$ cat src/rtl/instr_fetch_unit_pkg.sv
// Shared constants and the fetch FSM state type for the instruction fetch stage.
package instr_fetch_unit_pkg;

  localparam int unsigned OpcodeW        = 6;
  localparam logic [31:0] DefaultResetPc = 32'h0000_0000;
  localparam int unsigned DefaultPcStep  = 4;

  typedef enum logic [1:0] {
    StIdle = 2'd0,
    StReq  = 2'd1,
    StHold = 2'd2
  } fetch_state_e;

endpackage

$ cat src/rtl/instr_fetch_unit_if.sv
// Request/acknowledge bus between the fetch unit (master) and instruction memory (slave).
interface instr_fetch_unit_if #(
  parameter int unsigned ADDR_W = 32,
  parameter int unsigned DATA_W = 32
);

  logic              req;
  logic [ADDR_W-1:0] addr;
  logic [DATA_W-1:0] rdata;
  logic              ack;

  modport master (
    output req,
    output addr,
    input  rdata,
    input  ack
  );

  modport slave (
    input  req,
    input  addr,
    output rdata,
    output ack
  );

endinterface

$ cat src/rtl/instr_fetch_unit_pc_reg.sv
// Program counter: reset beats load, load beats increment; increment wraps modulo 2^ADDR_W.
module instr_fetch_unit_pc_reg #(
  parameter int unsigned       ADDR_W   = 32,
  parameter logic [ADDR_W-1:0] RESET_PC = '0,
  parameter int unsigned       PC_STEP  = 4
) (
  input  logic              clk,
  input  logic              rst,
  input  logic              load_i,
  input  logic [ADDR_W-1:0] target_i,
  input  logic              inc_i,
  output logic [ADDR_W-1:0] pc_o
);

  logic [ADDR_W-1:0] pc_q, pc_d;

  always_comb begin
    pc_d = pc_q;
    if (load_i) begin
      pc_d = target_i;
    end else if (inc_i) begin
      pc_d = pc_q + ADDR_W'(PC_STEP);
    end
  end

  always_ff @(posedge clk) begin
    if (rst) begin
      pc_q <= RESET_PC;
    end else begin
      pc_q <= pc_d;
    end
  end

  assign pc_o = pc_q;

endmodule

$ cat src/rtl/instr_fetch_unit.sv
// Fetch stage: IDLE -> REQ -> HOLD loop with an instruction register and deferred redirects
// so an in-flight memory request is never retracted.
module instr_fetch_unit
  import instr_fetch_unit_pkg::*;
#(
  parameter int unsigned       ADDR_W   = 32,
  parameter int unsigned       DATA_W   = 32,
  parameter logic [ADDR_W-1:0] RESET_PC = ADDR_W'(DefaultResetPc),
  parameter int unsigned       PC_STEP  = DefaultPcStep
) (
  input  logic                clk,
  input  logic                rst,
  instr_fetch_unit_if.master  imem,
  input  logic                stall,
  input  logic                redirect,
  input  logic [ADDR_W-1:0]   redirect_pc,
  output logic [DATA_W-1:0]   instr,
  output logic [OpcodeW-1:0]  opCode,
  output logic [ADDR_W-1:0]   pc_out,
  output logic                instr_valid
);

  fetch_state_e      state_q, state_d;
  logic              req_q, req_d;
  logic              valid_q, valid_d;
  logic [DATA_W-1:0] instr_q, instr_d;
  logic [OpcodeW-1:0] opcode_q, opcode_d;
  logic [ADDR_W-1:0] pc_out_q, pc_out_d;
  logic              pend_q, pend_d;
  logic [ADDR_W-1:0] tgt_q, tgt_d;

  logic              pc_load, pc_inc;
  logic [ADDR_W-1:0] pc_target, pc, redirect_aligned;

  assign redirect_aligned = {redirect_pc[ADDR_W-1:2], 2'b00};

  instr_fetch_unit_pc_reg #(
    .ADDR_W   (ADDR_W),
    .RESET_PC (RESET_PC),
    .PC_STEP  (PC_STEP)
  ) u_pc_reg (
    .clk      (clk),
    .rst      (rst),
    .load_i   (pc_load),
    .target_i (pc_target),
    .inc_i    (pc_inc),
    .pc_o     (pc)
  );

  always_comb begin
    state_d   = state_q;
    valid_d   = valid_q;
    instr_d   = instr_q;
    opcode_d  = opcode_q;
    pc_out_d  = pc_out_q;
    pend_d    = pend_q;
    tgt_d     = tgt_q;
    pc_load   = 1'b0;
    pc_inc    = 1'b0;
    pc_target = redirect_aligned;

    unique case (state_q)
      StIdle: begin
        state_d = StReq;
        pc_load = redirect;
      end
      StReq: begin
        // Redirect before ack is parked; the request in flight completes and is dropped.
        if (redirect) begin
          if (imem.ack) begin
            pc_load = 1'b1;
            pend_d  = 1'b0;
          end else begin
            pend_d = 1'b1;
            tgt_d  = redirect_aligned;
          end
        end else if (imem.ack) begin
          if (pend_q) begin
            pc_load   = 1'b1;
            pc_target = tgt_q;
            pend_d    = 1'b0;
          end else begin
            instr_d  = imem.rdata;
            opcode_d = imem.rdata[DATA_W-1 -: OpcodeW];
            pc_out_d = pc;
            pc_inc   = 1'b1;
            valid_d  = 1'b1;
            state_d  = StHold;
          end
        end
      end
      StHold: begin
        if (redirect) begin
          pc_load = 1'b1;
          valid_d = 1'b0;
          state_d = StReq;
        end else if (!stall) begin
          valid_d = 1'b0;
          state_d = StReq;
        end
      end
      default: begin
        state_d = StIdle;
      end
    endcase

    req_d = (state_d == StReq);
  end

  always_ff @(posedge clk) begin
    if (rst) begin
      state_q  <= StIdle;
      req_q    <= 1'b0;
      valid_q  <= 1'b0;
      instr_q  <= '0;
      opcode_q <= '0;
      pc_out_q <= '0;
      pend_q   <= 1'b0;
      tgt_q    <= '0;
    end else begin
      state_q  <= state_d;
      req_q    <= req_d;
      valid_q  <= valid_d;
      instr_q  <= instr_d;
      opcode_q <= opcode_d;
      pc_out_q <= pc_out_d;
      pend_q   <= pend_d;
      tgt_q    <= tgt_d;
    end
  end

  assign imem.req    = req_q;
  assign imem.addr   = pc;
  assign instr       = instr_q;
  assign opCode      = opcode_q;
  assign pc_out      = pc_out_q;
  assign instr_valid = valid_q;

endmodule
$ cat src/flat_wrapper.sv
// flat-port wrapper written by rule: the top's interface ports become plain ports
module instr_fetch_unit_flat import instr_fetch_unit_pkg::*;
#(
  parameter int unsigned       ADDR_W   = 32,
  parameter int unsigned       DATA_W   = 32,
  parameter logic [ADDR_W-1:0] RESET_PC = ADDR_W'(DefaultResetPc),
  parameter int unsigned       PC_STEP  = DefaultPcStep
)
  (clk, rst, stall, redirect, redirect_pc, instr, opCode, pc_out, instr_valid, imem_req, imem_addr, imem_rdata, imem_ack);
  instr_fetch_unit_if #(.ADDR_W(ADDR_W), .DATA_W(DATA_W)) imem_i ();
  input  logic clk;
  input  logic rst;
  input  logic stall;
  input  logic redirect;
  input  logic [ADDR_W-1:0] redirect_pc;
  output logic [DATA_W-1:0] instr;
  output logic [OpcodeW-1:0] opCode;
  output logic [ADDR_W-1:0] pc_out;
  output logic instr_valid;
  output wire logic [$bits(imem_i.req)-1:0] imem_req;
  output wire logic [$bits(imem_i.addr)-1:0] imem_addr;
  input wire logic [$bits(imem_i.rdata)-1:0] imem_rdata;
  input wire logic [$bits(imem_i.ack)-1:0] imem_ack;
  assign imem_req = imem_i.req;
  assign imem_addr = imem_i.addr;
  assign imem_i.rdata = imem_rdata;
  assign imem_i.ack = imem_ack;
  instr_fetch_unit #(.ADDR_W(ADDR_W), .DATA_W(DATA_W), .RESET_PC(RESET_PC), .PC_STEP(PC_STEP)) u_core (.clk(clk), .rst(rst), .imem(imem_i), .stall(stall), .redirect(redirect), .redirect_pc(redirect_pc), .instr(instr), .opCode(opCode), .pc_out(pc_out), .instr_valid(instr_valid));
endmodule
$ cat config.mk
export PLATFORM = sky130hd
export DESIGN_NAME = instr_fetch_unit_flat
export DESIGN_NICKNAME = d
export VERILOG_FILES = /design/src/rtl/instr_fetch_unit_pkg.sv /design/src/rtl/instr_fetch_unit_if.sv /design/src/rtl/instr_fetch_unit_pc_reg.sv /design/src/rtl/instr_fetch_unit.sv /design/src/flat_wrapper.sv
export SDC_FILE = /design/constraint.sdc
export NUM_CORES = 1
export LEC_CHECK = 0
export ABC_CLOCK_PERIOD_IN_PS = 2000
export CAP_MARGIN = 10
export CORE_MARGIN = 10
export CORE_UTILIZATION = 47
export DETAILED_ROUTE_END_ITERATION = 10
export GPL_ROUTABILITY_DRIVEN = 0
export PLACE_DENSITY = 0.8
export SETUP_SLACK_MARGIN = 0.05
export SLEW_MARGIN = 5
export SYNTH_ARGS = -nofsm -noshare
export SYNTH_HDL_FRONTEND = slang
export SYNTH_SLANG_ARGS = --single-unit
$ cat constraint.sdc
create_clock -name clk -period 2 [get_ports clk]
set_input_delay 0.4 -clock clk [delete_from_list [all_inputs] [get_ports clk]]
set_output_delay 0.4 -clock clk [all_outputs]
set_load 0.05 [all_outputs]
# After elaboration in Yosys (flattened, before gate mapping)

Index checks and enable logic that the tools add are counted.

Register bits after elaboration: 137
Latch bits: 0
Bits in writable memories: 0
Memory bits (read-only): 0
Bits of input ports: 69
Output and inout port bits: 104
Word-level logic and storage cells: 59
Memories kept: 0

Add/sub/neg operators: 1
Multipliers: 0
Div/mod/pow operators: 0
Magnitude comparators: 0
Equality and inequality tests: 7
Shift-type cells: 0
Multiplexer cells: 31
Bitwise logic cells: 3
Reduce and logical (&&, ||, !) cells: 8

Operator list:

| operator                                       | count |
|---|---|
| 2-to-1 mux 32 bit                              | 6 |
| adder 32 x 3 -> 32 bit (second input constant) | 1 |
| 2-to-1 mux 1 bit                               | 17 |
| 2-to-1 mux 2 bit                               | 5 |
| != test 2 bit (second input constant)          | 3 |
| one-hot mux 2 bit (3 select lines)             | 1 |
| nonzero test 2 bit                             | 3 |
| AND reduction 5 bit                            | 1 |
| == test 2 x 1 -> 1 bit (second input constant) | 2 |
| AND reduction 4 bit                            | 1 |
| != test 3 bit (second input constant)          | 1 |
| inverter 1 bit                                 | 3 |
| one-hot mux 1 bit (3 select lines)             | 1 |
| AND reduction 3 bit                            | 1 |
| == test 2 bit (second input constant)          | 1 |
| logical NOT 2 bit                              | 1 |
| one-hot mux 1 bit (2 select lines)             | 1 |
| AND reduction 2 bit                            | 1 |

# Depth between registers and ports, before layout

Depth after elaboration: 6
Gate-level depth with buffers: 7

# Cells and area by module

Synthesis repeated with hierarchy kept, for this count alone.

Cells, all modules: 710
Area total of the unflattened synthesis: 6610.1 um^2

By module, submodules not included:

| module                  | instances | cells each | area an instance (um^2) | seq. area each (um^2) |
|---|---|---|---|---|
| instr_fetch_unit        | 1         | 476        | 4717.0                  | 1981.9 |
| instr_fetch_unit_pc_reg | 1         | 234        | 1893.1                  | 640.6 |

# Least setup slack after synthesis

No wires, ideal clock.

Path kind: reg-to-reg
From: register u_core.u_pc_reg.pc_q[3] (netlist: u_core.u_pc_reg.pc_o[3])
To: register u_core.u_pc_reg.pc_q[30] (netlist: u_core.u_pc_reg.pc_o[30])
Setup time: 0.140 ns
Data arrival time: 1.973 ns
Data required time: 1.860 ns
Setup slack: -0.114 ns
Cell stages (with the launch flop): 8
Buffers on the path: 1
Path through: dfxtp_1 -> ha_1 -> nand4_2 -> nor3b_2 -> buf_2 -> nand3_1 -> mux2i_1 -> o311ai_0

Word-level cells in the longest chain between the ends: 3

RTL lines:

| what                   | RTL line                      | RTL |
|---|---|---|
| from (decl)            | instr_fetch_unit_pc_reg.sv:15 | `logic [ADDR_W-1:0] pc_q, pc_d;` |
| from (signal assigned) | instr_fetch_unit_pc_reg.sv:30 | `pc_q <= pc_d;` |
| adder 32 x 3 -> 32 bit | instr_fetch_unit_pc_reg.sv:22 | `pc_d = pc_q + ADDR_W'(PC_STEP);` |
| 2-to-1 mux 32 bit      | instr_fetch_unit_pc_reg.sv:21 | `end else if (inc_i) begin` |
| 2-to-1 mux 32 bit      | instr_fetch_unit_pc_reg.sv:19 | `if (load_i) begin` |

Every way passes these cells. The select of a mux whose other input is x is not followed.
A chain may end at the register's enable or synchronous reset.

# Final worst setup path

From: input imem_ack
To: register u_core.u_pc_reg.pc_q[16] (netlist: u_core.u_pc_reg.pc_o[16])

Word-level cells in the longest chain between the ends: 4
Elaborated cells between the ends (all ways): 12

RTL lines:

| what                                                           | RTL line               | RTL |
|---|---|---|
| from (decl)                                                    | flat_wrapper.sv:23     | `input wire logic [$bits(imem_i.ack)-1:0] imem_ack;` |
| 2-to-1 mux 1 bit (tied with other cells)                       | instr_fetch_unit.sv:77 | `end else if (imem.ack) begin` |
| 2-to-1 mux 1 bit / 2-to-1 mux 32 bit (equally long branches)   | instr_fetch_unit.sv:69 | `if (redirect) begin` |
| one-hot mux 1 bit (3 select lines) (tied with other cells)     | instr_fetch_unit.sv:62 | `unique case (state_q)` |
| 2-to-1 mux 32 bit / nonzero test 2 bit (equally long branches) | n/a                    |  |

Parallel ways exist; a longest one is shown, timed or not.

==> flow_summary.json <==
{
  "insertedDiodeCount": 0,
  "cap_violations": 0,
  "coreArea_sq_mm": 0.0120,
  "dpl.cell_count": 1045,
  "multi_input_area_sq_mm": 0.00286,
  "internal_power_mw": 4.93,
  "hpwl_um": 13700,
  "total_power_mw": 6.93,
  "grt_max_degree": 119,
  "switchingPower_mw": 2.00,
  "netlist_area_sq_mm": 0.00571,
  "netSwitchingFraction_pct": 28.8,
  "combPwrFrac_pct": 19.0,
  "arrival_ns": 2.19,
  "clk_pin_slew_ns": 0.05,
  "final_max_slew_viol_count": 0,
  "clkSinkCount": 127,
  "routed_via_density": 5.71,
  "synth_edf_count": 0,
  "wire_per_inst_um": 17.7,
  "cts_inserted_buffers": 17,
  "crit_path_end_kind": "flip-flop",
  "grt_overflow": 0,
  "min_period_ns": 1.90,
  "path_max_fanout": 8,
  "drc": 0,
  "grt_setup_unrepaired": "yes",
  "seqPwrFrac_pct": 40.1,
  "seq_area_sq_mm": 0.00255,
  "syn-mean-instance-area_sq_um": 7.84,
  "die_h_um": 130,
  "hold_path.class": "flip-flop to flip-flop",
  "hp-start": "u_core.pc_out[26]$_SDFFE_PP0P_",
  "yosysMostFrequentCell": "nand2_1",
  "p_per_area_mw_per_mm2": 837,
  "final.setup.worst_slack_ns": 0.0963,
  "grt_pass1_vias": 5942,
  "ys_seq_area_share_pct": 44.5,
  "final_cells": 1080,
  "drt-initial-drc-count": 630,
  "drt_first_pass_iters": 8,
  "period_share_pct": 95.2,
  "worstSetupPathType": "input port to flip-flop",
  "power_frac_clock_pct": 40.9,
  "wirelength_um": 19100,
  "p_leak_nw": 3.51,
  "fp.dieArea_sq_mm": 0.0170,
  "initial_utilization_pct": 47.7,
  "ant_nets": 0,
  "drive_above_1_share_pct": 17.6,
  "post-place-ws_ns": -0.404,
  "cp.required_ns": 2.28,
  "cts_root_buffer": "clkbuf_16",
  "peakVddDrop_uv": 401,
  "fmax_ghz": 0.525,
  "ys_types": 68,
  "grt_pass1_wl_um": 29400,
  "nFillCells": 925,
  "worstMarginPinSlew_ns": 0.534,
  "rows": 40,
  "ys.flop_type": "dfxtp_1",
  "via_count": 6163,
  "synthCells": 728,
  "syn_to_final_growth_pct": 44.9,
  "synth_area_leaders": "dfxtp_1 45%, nand2_1 14%, a21oi_1 11%",
  "critPathLaunchType": "input port",
  "htreeDepth": 4,
  "yosysWarnings": 0,
  "synth_top_area_share_pct": 44.5,
  "fin_nets": 992,
  "synth_largest_area_cell": "dfxtp_1",
  "synth_common_cells": "214 x nand2_1, 127 x dfxtp_1, 124 x a21oi_1, 34 x clkbuf_1, 25 x nor2_1",
  "skew_ns": 0.00382,
  "setup_violations": 0,
  "r2r_start": "u_core.u_pc_reg.pc_o[4]$_SDFFE_PP0P_",
  "ioPinCount": 173,
  "clock_latency_ns": 0.41,
  "finalHoldViolCount": 0,
  "outcome": "complete, no violations",
  "cts_tree": "yes",
  "clk_path_buf_depth": 2,
  "die_w_um": 130,
  "crit_start": "imem_ack",
  "ys_async_sr_fraction_pct": 0,
  "antenna_found_initial": 0,
  "max_slew_margin_pct": 64.6,
  "grt.total_usage_pct": 21.4,
  "hold_ws_ns": 0.447,
  "ys_ff_latch": 127,
  "portBuffers": 166
}
## flip-flops by register name, indices dropped and copies added, names as in the netlist
register,flops
u_core.instr,31
u_core.tgt_q,30
u_core.state_q,2
u_core.imem.req,1
u_core.pend_q,1
u_core.opCode,1
u_core.pc_out,30
u_core.instr_valid,1
u_core.u_pc_reg.pc_o,30
## cells by family after synthesis
family,count (synthesis),synth area share [%]
buffers and inverters,71,6.13
XOR/XNOR,2,0.307
flip-flops,127,44.5
AND/OR/NAND/NOR,311,24.5
other,1,0.0657
AO/OA/AOI/OAI,197,20.8
multiplexers,18,3.37
adder cells (fa/ha/maj),1,0.219
## worst max-delay path, cell delays in order
cell             delay [ns]
clkdlybuf4s50_1        0.53
or3b_1                 0.35
buf_4                  0.21
o21ai_4                0.19
buf_12                 0.15
nor2_1                 0.04
o21ai_0                0.20
o21ai_0                0.12
## worst paths after layout
kind                                                              end  slack, ns  cells after the start
worst max-delay path            u_core.u_pc_reg.pc_o[16]$_SDFFE_PP0P_        0.1                      8
worst min-delay path                   u_core.pc_out[26]$_SDFFE_PP0P_       0.45                      2
worst max register to register  u_core.u_pc_reg.pc_o[21]$_SDFFE_PP0P_       0.13                      5
worst min register to register         u_core.pc_out[26]$_SDFFE_PP0P_       0.45                      2
## cells in the final DEF, fill, tap and decap left out, drive strengths merged, types with 5 or more instances in the layout
cell	n
o21ai	15
nand2	216
inv	9
clkbuf	23
nor3	14
and4	5
clkinv	6
nand3	15
clkdlybuf4s50	65
mux2i	8
mux2	10
nand4	12
dfxtp	127
a31oi	7
buf	97
a21oi	124
nor2	28
dlygate4sd2	69
## what timing repair did
item,4_1_cts,5_1_grt
setup buffers,0,4
resized for setup,70,7
pin swaps,0,6
endpoints found under the setup margin,73,66
cloned,0,1
hold buffers,0,0
## power by group through the flow
stage,registers [mW],logic [mW],clock network [mW]
5_1_grt,2.79,1.39,3.00
3_5_place_dp,2.82,1.31,0
2_1_floorplan,3.13,0.440,0
3_3_place_gp,2.82,1.29,0
6_report,2.78,1.31,2.84
4_1_cts,2.77,1.29,2.87
## through the flow
stage / utilization [%] / instance area [sq um] / setup TNS, ns
after global placement: 64.8 / 7750 / -22.13
final: 69.2 / 8280 / 0
after global routing: 69.2 / 8280 / 0
after detailed placement: 64.8 / 7750 / -24.66
after floorplan: - / 5730 / 0
after CTS: 68.6 / 8210 / 0
## area by class of cell
type / instances / share of cell area, %
Multi-Input combinational cell: 534 / 34.6
Sequential cell: 127 / 30.8
Timing Repair Buffer: 232 / 25.4
Tap cell: 147 / 2.22
Inverter: 10 / 0.454
Clock buffer: 23 / 5.78
Clock inverter: 7 / 0.756
## metal layers
layer	GRT usage (%)	wire length, um	vias to the layer above
li1	-	-	2899
met1	26.3	7710	2840
met2	35.2	8920	385
met3	5.03	2090	39
met4	8.80	364	0
met5	0	0	-
Power figures use the tool's default switching activity.
